### src/rtl/binary_addsub_pkg.sv
// Shared constants for the registered add/subtract unit.
package binary_addsub_pkg;

    localparam logic MODE_ADD      = 1'b0;
    localparam logic MODE_SUB      = 1'b1;
    localparam int   DEFAULT_WIDTH = 4;

endpackage

### src/rtl/binary_addsub_full_adder.sv
// One-bit full adder cell; chained by binary_addsub to form the ripple adder.
module full_adder (
    input  logic a,
    input  logic b,
    input  logic cin,
    output logic s,
    output logic cout
);

    assign s    = a ^ b ^ cin;
    assign cout = (a & b) | (cin & (a ^ b));

endmodule

### src/rtl/binary_addsub.sv
// Single-stage two's-complement adder/subtractor with carry and signed-overflow flags.
module binary_addsub
    import binary_addsub_pkg::*;
#(
    parameter int WIDTH = DEFAULT_WIDTH
) (
    input  logic             clk,
    input  logic             rst_n,
    input  logic             in_valid,
    input  logic [WIDTH-1:0] A,
    input  logic [WIDTH-1:0] B,
    input  logic             mode,
    output logic [WIDTH-1:0] sum,
    output logic             carry,
    output logic             overflow,
    output logic             out_valid
);

    logic             sub;
    logic [WIDTH-1:0] bx;
    logic [WIDTH-1:0] s_comb;
    logic [WIDTH:0]   c;

    logic [WIDTH-1:0] sum_d, sum_q;
    logic             carry_d, carry_q;
    logic             overflow_d, overflow_q;
    logic             out_valid_d, out_valid_q;

    // Subtraction is A + ~B + 1: invert B and inject the +1 as carry-in.
    assign sub  = (mode == MODE_SUB);
    assign c[0] = sub;

    for (genvar i = 0; i < WIDTH; i++) begin : g_chain
        assign bx[i] = B[i] ^ sub;
        full_adder u_fa (
            .a    (A[i]),
            .b    (bx[i]),
            .cin  (c[i]),
            .s    (s_comb[i]),
            .cout (c[i+1])
        );
    end

    always_comb begin
        sum_d       = sum_q;
        carry_d     = carry_q;
        overflow_d  = overflow_q;
        out_valid_d = in_valid;
        if (in_valid) begin
            sum_d      = s_comb;
            carry_d    = c[WIDTH];
            overflow_d = c[WIDTH] ^ c[WIDTH-1];
        end
    end

    always_ff @(posedge clk) begin
        if (!rst_n) begin
            sum_q       <= '0;
            carry_q     <= 1'b0;
            overflow_q  <= 1'b0;
            out_valid_q <= 1'b0;
        end else begin
            sum_q       <= sum_d;
            carry_q     <= carry_d;
            overflow_q  <= overflow_d;
            out_valid_q <= out_valid_d;
        end
    end

    assign sum       = sum_q;
    assign carry     = carry_q;
    assign overflow  = overflow_q;
    assign out_valid = out_valid_q;

endmodule

### config.mk
export PLATFORM = sky130hd
export DESIGN_NAME = binary_addsub
export DESIGN_NICKNAME = d
export VERILOG_FILES = /design/src/rtl/binary_addsub_pkg.sv /design/src/rtl/binary_addsub_full_adder.sv /design/src/rtl/binary_addsub.sv
export SDC_FILE = /design/constraint.sdc
export NUM_CORES = 1
export LEC_CHECK = 0
export ABC_AREA = 1
export CAP_MARGIN = 0
export CELL_PAD_IN_SITES_DETAIL_PLACEMENT = 0
export CELL_PAD_IN_SITES_GLOBAL_PLACEMENT = 1
export CORE_MARGIN = 1
export CORE_UTILIZATION = 25
export CTS_BUF_LIST = sky130_fd_sc_hd__clkbuf_8
export DETAILED_ROUTE_END_ITERATION = 7
export GPL_TIMING_DRIVEN = 1
export HOLD_SLACK_MARGIN = 0.12
export PLACE_DENSITY = 0.81
export SYNTH_ARGS = -nofsm -noshare
export SYNTH_HDL_FRONTEND = slang
export SYNTH_HIERARCHICAL = 1
export SYNTH_SLANG_ARGS = --single-unit
### constraint.sdc
create_clock -name clk -period 2.5 [get_ports clk]
set_input_delay 0.625 -clock clk [delete_from_list [all_inputs] [get_ports clk]]
set_output_delay 0.625 -clock clk [all_outputs]
set_load 0.02 [all_outputs]
After elaboration in Yosys (flattened, before gate mapping) --
Cells that the tools add are included. W data, S select, Z words.
Storage, ports and cells: register bits after elaboration 7, latch bits 0, bits in writable memories 0, memory bits (read-only) 0, input bits 12, memories 0
Cells by class: add/subtract/negate cells 0, $mul 0, divide/modulo/power cells 0, magnitude comparators 0, equal/unequal tests 0, shift-type cells 0, multiplexer cells 0, bitwise logic cells 25, reduce and logical (&&, ||, !) cells 0
Operators by type and width (count):
- $xor A1 B1 Y1 | 13
- $and A1 B1 Y1 | 8
- $or A1 B1 Y1 | 4

Longest topological paths before layout --
depth after elaboration 11, depth in mapped cells 10, gate-level depth less buffers 10

Hierarchy --
Netlist, hierarchy kept.
Modules (own cells, without submodules):
- binary_addsub | instances 1, cells an instance 37, area an instance 292.8 um^2, seq. area each 140.1 um^2
- full_adder | instances 4, cells an instance 1, area an instance 20.0 um^2, seq. area each 0.0 um^2

Least setup slack after synthesis --
No wires, ideal clock.
path kind input to register, start point input mode, end point register overflow_q (netlist: overflow), arrival 2.626 ns, data required time 2.444 ns, setup slack -0.181 ns, stages 10, buffers on the path 0, cell sequence xor2_1 -> fa_1 -> fa_1 -> fa_1 -> fa_1 -> inv_1 -> nand2_1 -> nand3_1 -> nand2_1 -> inv_1
On the way: word-level cells in the longest chain between the ends 11, elaborated cells on any way between the ends 21
RTL lines:
- start: declaration | RTL line binary_addsub.sv:12 | input logic mode,
- $xor A1 B1 Y1 | RTL line binary_addsub.sv:34 | assign bx[i] = B[i] ^ sub;
- $xor A1 B1 Y1 | RTL line binary_addsub_full_adder.sv:11 | assign cout = (a & b) | (cin & (a ^ b));
- $and A1 B1 Y1 | RTL line binary_addsub_full_adder.sv:11
- $or A1 B1 Y1 (*) | RTL line binary_addsub_full_adder.sv:11
- named net c[1] | RTL line binary_addsub.sv:22 | logic [WIDTH:0] c;
- $and A1 B1 Y1 (*) | RTL line binary_addsub_full_adder.sv:11
- $or A1 B1 Y1 (*) | RTL line binary_addsub_full_adder.sv:11
- named net c[2] | RTL line binary_addsub.sv:22
- $and A1 B1 Y1 (*) | RTL line binary_addsub_full_adder.sv:11
- $or A1 B1 Y1 (*) | RTL line binary_addsub_full_adder.sv:11
- named net c[3] | RTL line binary_addsub.sv:22
- $and A1 B1 Y1 (*) | RTL line binary_addsub_full_adder.sv:11
- $or A1 B1 Y1 (*) | RTL line binary_addsub_full_adder.sv:11
- named net c[4] | RTL line binary_addsub.sv:22
- $xor A1 B1 Y1 (*) | RTL line binary_addsub.sv:52 | overflow_d = c[WIDTH] ^ c[WIDTH-1];
- end signal: assignment | RTL line binary_addsub.sv:65 | overflow_q <= overflow_d;
- end: declaration | RTL line binary_addsub.sv:26 | logic overflow_d, overflow_q;
Mark *: on every way through the listed nets, which the timed path passes. The rest lies on a longest branch. A chain may end at the register's enable or synchronous reset.

Worst setup path in the final report --
start point input B[0], end point register sum_q[3] (netlist: sum[3])
On the way: word-level cells in the longest chain between the ends 9, elaborated cells on any way between the ends 10
RTL lines:
- start: declaration | RTL line binary_addsub.sv:11 | input logic [WIDTH-1:0] B,
- $xor A1 B1 Y1 (*) | RTL line binary_addsub.sv:34
- named net bx[0] | RTL line binary_addsub.sv:20 | logic [WIDTH-1:0] bx;
- $xor A1 B1 Y1 | RTL line binary_addsub_full_adder.sv:11
- $and A1 B1 Y1 | RTL line binary_addsub_full_adder.sv:11
- $or A1 B1 Y1 (*) | RTL line binary_addsub_full_adder.sv:11
- named net c[1] | RTL line binary_addsub.sv:22
- $and A1 B1 Y1 (*) | RTL line binary_addsub_full_adder.sv:11
- $or A1 B1 Y1 (*) | RTL line binary_addsub_full_adder.sv:11
- named net c[2] | RTL line binary_addsub.sv:22
- $and A1 B1 Y1 (*) | RTL line binary_addsub_full_adder.sv:11
- $or A1 B1 Y1 (*) | RTL line binary_addsub_full_adder.sv:11
- named net c[3] | RTL line binary_addsub.sv:22
- $xor A1 B1 Y1 (*) | RTL line binary_addsub_full_adder.sv:10 | assign s = a ^ b ^ cin;
- named net s_comb[3] | RTL line binary_addsub.sv:21 | logic [WIDTH-1:0] s_comb;
- end signal: assignment | RTL line binary_addsub.sv:63 | sum_q <= sum_d;
- end: declaration | RTL line binary_addsub.sv:24 | logic [WIDTH-1:0] sum_d, sum_q;
Marked as above.

==> impl_metrics.sql <==
INSERT INTO impl_metrics (metric_group, metric, value, unit) VALUES
('logic_synthesis', 'syn_nets', '57', ''),
('logic_synthesis', 'synthesis.area_per_instance', '9.09', 'um^2'),
('clock_tree', 'hold_buffers', '0', ''),
('clock_tree', 'tritoncts_clock_tree', 'done', ''),
('logic_synthesis', 'synth_area', '373', 'um^2'),
('clock_tree', 'clkSinkCount', '7', ''),
('cells_and_area', 'final_cell_mix', 'sky130_fd_sc_hd__clkdlybuf4s50_1 (15), sky130_fd_sc_hd__nor2_1 (8), sky130_fd_sc_hd__dfxtp_1 (7)', ''),
('clock_tree', 'clkLatencyLatePin', '0.22', 'ns'),
('setup_path', 'path_max_fanout', '2', ''),
('hold_path', 'hold_depth', '2', ''),
('power_and_ir_drop', 'p_per_area', '600', 'mW/mm^2'),
('sta', 'grt_setup_unrepaired', 'true', ''),
('route', 'drt-vias-per-instance', '4.08', ''),
('global_route', 'use_met2', '0.226', ''),
('sta', 'timing.max_slew.rel_slack', '0.758', ''),
('logic_synthesis', 'syn-instance-count', '41', ''),
('global_route', 'use_met3', '0.0978', ''),
('setup_path', 'critical-path-max-stage-delay', '0.53', 'ns'),
('hold_path', 'holdPathEnd', 'sum[2]', ''),
('cells_and_area', 'design.final.nets', '82', ''),
('power_and_ir_drop', 'static-leakage-power', '0.289', 'nW'),
('logic_synthesis', 'synthesis.yosys.warnings', '6', ''),
('sta', 'finalHoldViolCount', '0', ''),
('die', 'die_x', '40.6', 'um'),
('route', 'drt_pre_antenna_iters', '2', ''),
('global_route', 'global_route.overflow_total', '0', ''),
('setup_path', 'path_class', 'input port to register', ''),
('logic_synthesis', 'ys_ff_latch', '7', ''),
('global_route', 'grt_most_used_layer', 'met2', ''),
('clock_tree', 'cts-htree-levels', '1', ''),
('sta', 'final_hold_slack', '0.495', 'ns'),
('die', 'rows', '13', ''),
('clock_tree', 'clock_path_buffers', '2', ''),
('global_route', 'use_met1', '0.153', ''),
('logic_synthesis', 'main_combinational_cell_family_by_area_after_synthesis', 'adder cells', ''),
('global_route', 'grt.total_usage', '0.148', ''),
('setup_path', 'worst-endpoint-required', '2.66', 'ns'),
('hold_path', 'hp-start', 'sum[2]', ''),
('setup_path', 'crit_path_cell_trace', 'buf_8, xor2_4, fa_2, fa_2, fa_2, fa_2, nor2_1, nor2_1', ''),
('setup_path', 'crit_path_end_kind', 'register', ''),
('clock_tree', 'cts.clk_slew.worst_paths', '0.04', 'ns'),
('setup_path', 'crit_arrival', '2.60', 'ns'),
('logic_synthesis', 'synth.lib_cells_used.distinct', '12', ''),
('setup_path', 'reg2reg_slack', '1.84', 'ns'),
('global_route', 'wire_length_of_the_first_global_routing_pass', '1410', 'um'),
('logic_synthesis', 'synth-simple-area-share', '0.134', ''),
('place', 'last_weighted_congestion_value_of_the_routability_driven_placer', '0.662', ''),
('cells_and_area', 'layout_commonest_cell', 'sky130_fd_sc_hd__clkdlybuf4s50_1', ''),
('logic_synthesis', 'synth_xor_area_frac', '0.0940', ''),
('sta', 'achievable_frequency', '0.410', 'GHz'),
('cells_and_area', 'syn_to_final_growth', '79.2', '%'),
('clock_tree', 'cts_made_buffers', '3', ''),
('sta', 'finalClockSkew', '0', 'ns'),
('setup_path', 'startpoint_type_of_the_worst_setup_path', 'input port', ''),
('place', 'detailed_place_hpwl', '699', 'um'),
('global_route', 'grt_antenna_before_repair', '0', ''),
('die', 'initial_utilization', '0.276', ''),
('sta', 'timing_worst_slew_pin_value', '0.362', 'ns'),
('sta', 'setup_slack', '0.0607', 'ns'),
('run_status', 'outcome', 'finished clean', ''),
('route', 'route.vias.total', '326', ''),
('route', 'first_iter_violations', '2', ''),
('die', 'core_area', '0.00135', 'mm^2'),
('cells_and_area', 'layout-drive-gt1-share', '0.246', ''),
('die', 'top_level_ports', '19', ''),
('clock_tree', 'root_buffer', 'sky130_fd_sc_hd__clkbuf_8', ''),
('die', 'die_height', '40.6', 'um'),
('run', 'max_cap_viol_count', '0', ''),
('setup_path', 'critical_path.most_common_cell', 'sky130_fd_sc_hd__fa_2', ''),
('sta', 'finalMaxSlewViolations', '0', ''),
('place', 'place_ws', '-0.631', 'ns');
[flip-flops by register name, summed over array words and instances, names as in the netlist]
signal	cells
carry	1
out_valid	1
sum	4
overflow	1
[cell type report]
class | count | area [um^2]
Multi-Input combinational cell | 28 | 231
Clock inverter | 1 | 3.75
Sequential cell | 7 | 140
Clock buffer | 3 | 41.3
Fill cell | 134 | 682
Timing Repair Buffer | 21 | 214
Inverter | 5 | 18.8
Tap cell | 15 | 18.8
[cell families (layout without fill, tap and decap cells)]
group / count (synthesis) / in the layout
xor gates and xnor gates: 4 / 4
DFF: 7 / 7
AOI/OAI and AO/OA: 7 / 7
adders and majority gates: 4 / 4
buffers and inverters: 6 / 30
and+or+nand+nor: 13 / 13
[where the power goes]
group          total (W)  switching (W)  leakage (nW)  internal [W]
Combinational   0.000121      0.0000557         0.204     0.0000655
Clock           0.000152      0.0000463        0.0269      0.000106
Sequential      0.000128     0.00000442        0.0582      0.000123
Total           0.000401       0.000106         0.289      0.000295
[per-stage QoR]
stage / util / instance area (um^2) / setup TNS [ns] / power [W] / cells
2_1_floorplan: - / 388 / -0.0579 / 0.000188 / 41
3_3_place_gp: 0.437 / 591 / -1.86 / 0.000241 / 75
3_5_place_dp: 0.437 / 591 / -2.04 / 0.000244 / 75
4_1_cts: 0.484 / 653 / -0.224 / 0.000407 / 80
5_1_grt: 0.495 / 668 / -0.0279 / 0.000436 / 80
6_report: 0.495 / 668 / 0 / 0.000401 / 80
[cells in the mapped netlist, drive strengths merged]
cell | instances | area share
buf | 1 | 0.030
nand2 | 4 | 0.040
inv | 5 | 0.050
o21a | 1 | 0.020
o21ai | 5 | 0.067
dfxtp | 7 | 0.38
a21oi | 1 | 0.013
fa | 4 | 0.21
xor2 | 4 | 0.094
nor2 | 8 | 0.081
nand3 | 1 | 0.013
[worst max path at each step]
stage	slack (ns)	endpoint	from	cells past startpoint
after floorplan	-0.03	overflow	mode	10
after global placement	-0.59	overflow	mode	11
after detailed placement	-0.63	overflow	mode	11
after CTS	-0.11	overflow	B[0]	10
after global routing	-0.02	overflow	B[0]	10
final	0.06	sum[3]	B[0]	8
[per-layer routing]
| metal | vias to the layer above | share of wire | wire [um] |
|---|---|---|---|
| met2 | 10 | 0.50 | 433 |
| met3 | 3 | 0.065 | 56 |
| li1 | 171 | - | - |
| met1 | 142 | 0.42 | 363 |
| met4 | 0 | 0.0093 | 8 |
| met5 | - | 0 | 0 |
[critical path: cells and delay by family]
| kind | cells | cell delay [ns] |
|---|---|---|
| XOR/XNOR | 1 | 0.17 |
| adder cells (fa/ha/maj) | 4 | 1.60 |
| buffers and inverters | 1 | 0.10 |
| AND/OR/NAND/NOR | 2 | 0.11 |
[timing repair]
action / CTS / global route
setup buffers: 1 / 0
endpoints found under the setup margin: 4 / 3
pin swaps: 9 / 6
gates resized for setup: 17 / 2
(Power assumes the default switching activity.)
==> RTL change (same settings) <==
Add an input register stage for `mode`; this delays it by one clock. The other inputs are not delayed to match.
--- a/src/rtl/binary_addsub.sv
+++ b/src/rtl/binary_addsub.sv
@@ -17,4 +17,10 @@
 );
 
+    logic mode_q;
+
+    always_ff @(posedge clk) begin
+        mode_q <= mode;
+    end
+
     logic             sub;
     logic [WIDTH-1:0] bx;
@@ -28,5 +34,5 @@
 
     // Subtraction is A + ~B + 1: invert B and inject the +1 as carry-in.
-    assign sub  = (mode == MODE_SUB);
+    assign sub  = (mode_q == MODE_SUB);
     assign c[0] = sub;
 
Check against the original RTL: not equivalent (a bounded check fails within 4 cycles, from zero or initial values and one cycle with rst_n low).
==> RTL change against the unedited design <==
Critical path depth stayed put; register-to-register slack got worse by 1.7 ns; critical endpoint unchanged; routed wire length decreased by 7.2%; highest routed layer unchanged; non-clock buffer count is 1 lower; setup slack better by 0.016 ns; largest cell class unchanged; power is 3.5% higher; area after synthesis up 5.4%; clock power rose by 3%; sequential cell count rose by 1; design area down 0.37%; combinational power decreased by 7%.
==> RTL change: results (changes against the unedited design) <==
cells_and_area:
  nets: 82  # unchanged
  antenna_cells: 0  # unchanged
  nFillCells: 128  # -4.5%
  drive_above_1_share_pct: 21.9  # -2.7 points
  largest_reg_flops: 4  # unchanged
place:
  dp_slack_ns: -0.600  # +0.0302 ns
  port_buffers: 18  # unchanged
  hpwl_um: 587  # -16%
  place_area_um2: 611  # +3.4%
  gp_congestion: 0.704  # +6.4%
timing:
  worst_clock_skew_ns: 0.000557  # +0.000557 ns
  worstMarginPinSlew_ns: 0.322  # -0.0397 ns
  setup_viol: 0  # unchanged
  setup-tns-final_ns: 0  # unchanged
status:
  outcome: "finished, final reports clean"
clock_tree:
  post-cts-setup-buffers: 0  # -1
  ctsHoldBuffers: 0  # unchanged
  path_clk_slew_ns: 0.04  # about the same
  ctsRootBufferMaster: "clkbuf_8"
  cts_buffers: 3  # unchanged
  clkLatencyLatePin_ns: 0.23
  htree_levels: 1  # unchanged
  clockBufferDepth: 2  # unchanged
critical_path:
  path_max_fanout: 2  # unchanged
  cp-startpoint: "B[0]"
  slowest_delay_ns: 0.52
  r2r-start: "mode_q"
  critPathSlowestCell: "fa_2"
  cp_top_family: "adder cells"
  critPathArrivalTime_ns: 2.59  # about the same
detailed_routing:
  drt_iter0_drc: 0  # -2
  viasPerCell: 4.28  # +5.0%
  ant_nets: 0  # unchanged
  first_pass_iters: 1  # -1
  drt-total-wl_um: 799  # -7.2%
yosys:
  ys_types: 12  # unchanged
  async_flop_share_pct: 0  # unchanged
  synthTopCellsByCount: "dfxtp_1, nor2_1, o21ai_0"
  synth_area_leaders: "dfxtp_1, fa_1, xor2_1, nor2_1, o21ai_0"
  ys_seq_area_share_pct: 40.8  # +3.2 points
  synthFlopType: "dfxtp_1"
  syn-num-nets: 58  # +1.8%
  yosys_warnings: 6  # unchanged
global_route:
  grt_pass1_wl_mm: 1.30  # -7.8%
  grt_pass1_vias: 339  # +5.0%
  grt_max_degree: 11  # unchanged
  track_usage_pct: 10.3  # -4.4 points
  antenna_found_initial: 0  # unchanged
power_and_ir_drop:
  p_leak_uw: 0.000291  # +0.70%
  ir_drop_v: 0.000347  # +1.0%
worst_hold_path:
  min_from: "sum[0]"
  hp-class: "reg -> reg"
==> RTL change: changes by cell type in the layout (fill, tap and decap cells not counted) <==
cell and delta:
buf_8 -1, xor2_4 -1, dlymetal6s2s_1 +1, clkdlybuf4s15_1 +1, dfxtp_1 +1, xor2_2 +2
buf_6 -1, inv_1 -1, xor2_1 -1, clkdlybuf4s15_2 -1
==> RTL change: where the power goes <==
part | internal, µW | total [µW] | leakage, µW | switching [µW]
sequential | 140 | 146 | 0.0000667 | 5.82
combinational | 60.6 | 113 | 0.000203 | 52.8
clock | 104 | 156 | 0.0000216 | 51.3
total | 305 | 415 | 0.000291 | 110
==> RTL change: kinds of logic (layout without fill, tap and decap cells) <==
| group | Yosys count | count (layout) | share of synthesized area [%] |
|---|---|---|---|
| compound gates | 7 | 7 | 9.55 |
| xor+xnor | 4 | 4 | 8.92 |
| fa+ha+maj | 4 | 4 | 20.4 |
| buf+inv | 6 | 28 | 7.64 |
| flops | 8 | 8 | 40.8 |
| simple gates | 13 | 13 | 12.7 |
==> RTL change: repair_timing <==
action / CTS / global route
endpoints found under the setup margin: 3 / 2
pin swaps: 8 / 6
gates resized for setup: 8 / 3
==> RTL change: cell type report <==
class | count | area [µm²] | area share [%]
multi-input combinational | 28 | 228 | 34.2
tap | 15 | 18.8 | 2.82
clock buffer | 3 | 41.3 | 6.20
inverter | 5 | 18.8 | 2.82
timing repair buffer | 20 | 199 | 29.9
sequential | 8 | 160 | 24.1
==> RTL change: worst min-delay path: cells and delay by family, from the launching register on <==
kind             cells  cell delay, ns
flip-flops           1            0.32
AO/OA/AOI/OAI        1            0.07
AND/OR/NAND/NOR      1            0.07
==> RTL change: final timing paths <==
path	slack (ns)	end	cells past startpoint
min	0.50	sum[0]	2
max reg2reg	0.15	sum[3]	7
max	0.08	sum[3]	8
min reg2reg	0.50	sum[0]	2
==> RTL change: layer usage <==
metal / GRT usage [%] / share of wire, % / up-vias
met5: 0 / 0 / -
met4: 1.94 / 1.0 / 0
met3: 7.83 / 7.3 / 2
met2: 15.6 / 47 / 13
met1: 11.7 / 44 / 149
li1: - / - / 174
==> RTL change: through the flow <==
step / cells / hold WS (ns) / total power [µW]
after global placement: 76 / 0.478 / 259
final: 79 / 0.498 / 415
after floorplan: 42 / 0.590 / 207
after CTS: 79 / 0.512 / 419
after global routing: 79 / 0.545 / 444
after detailed placement: 76 / 0.501 / 260
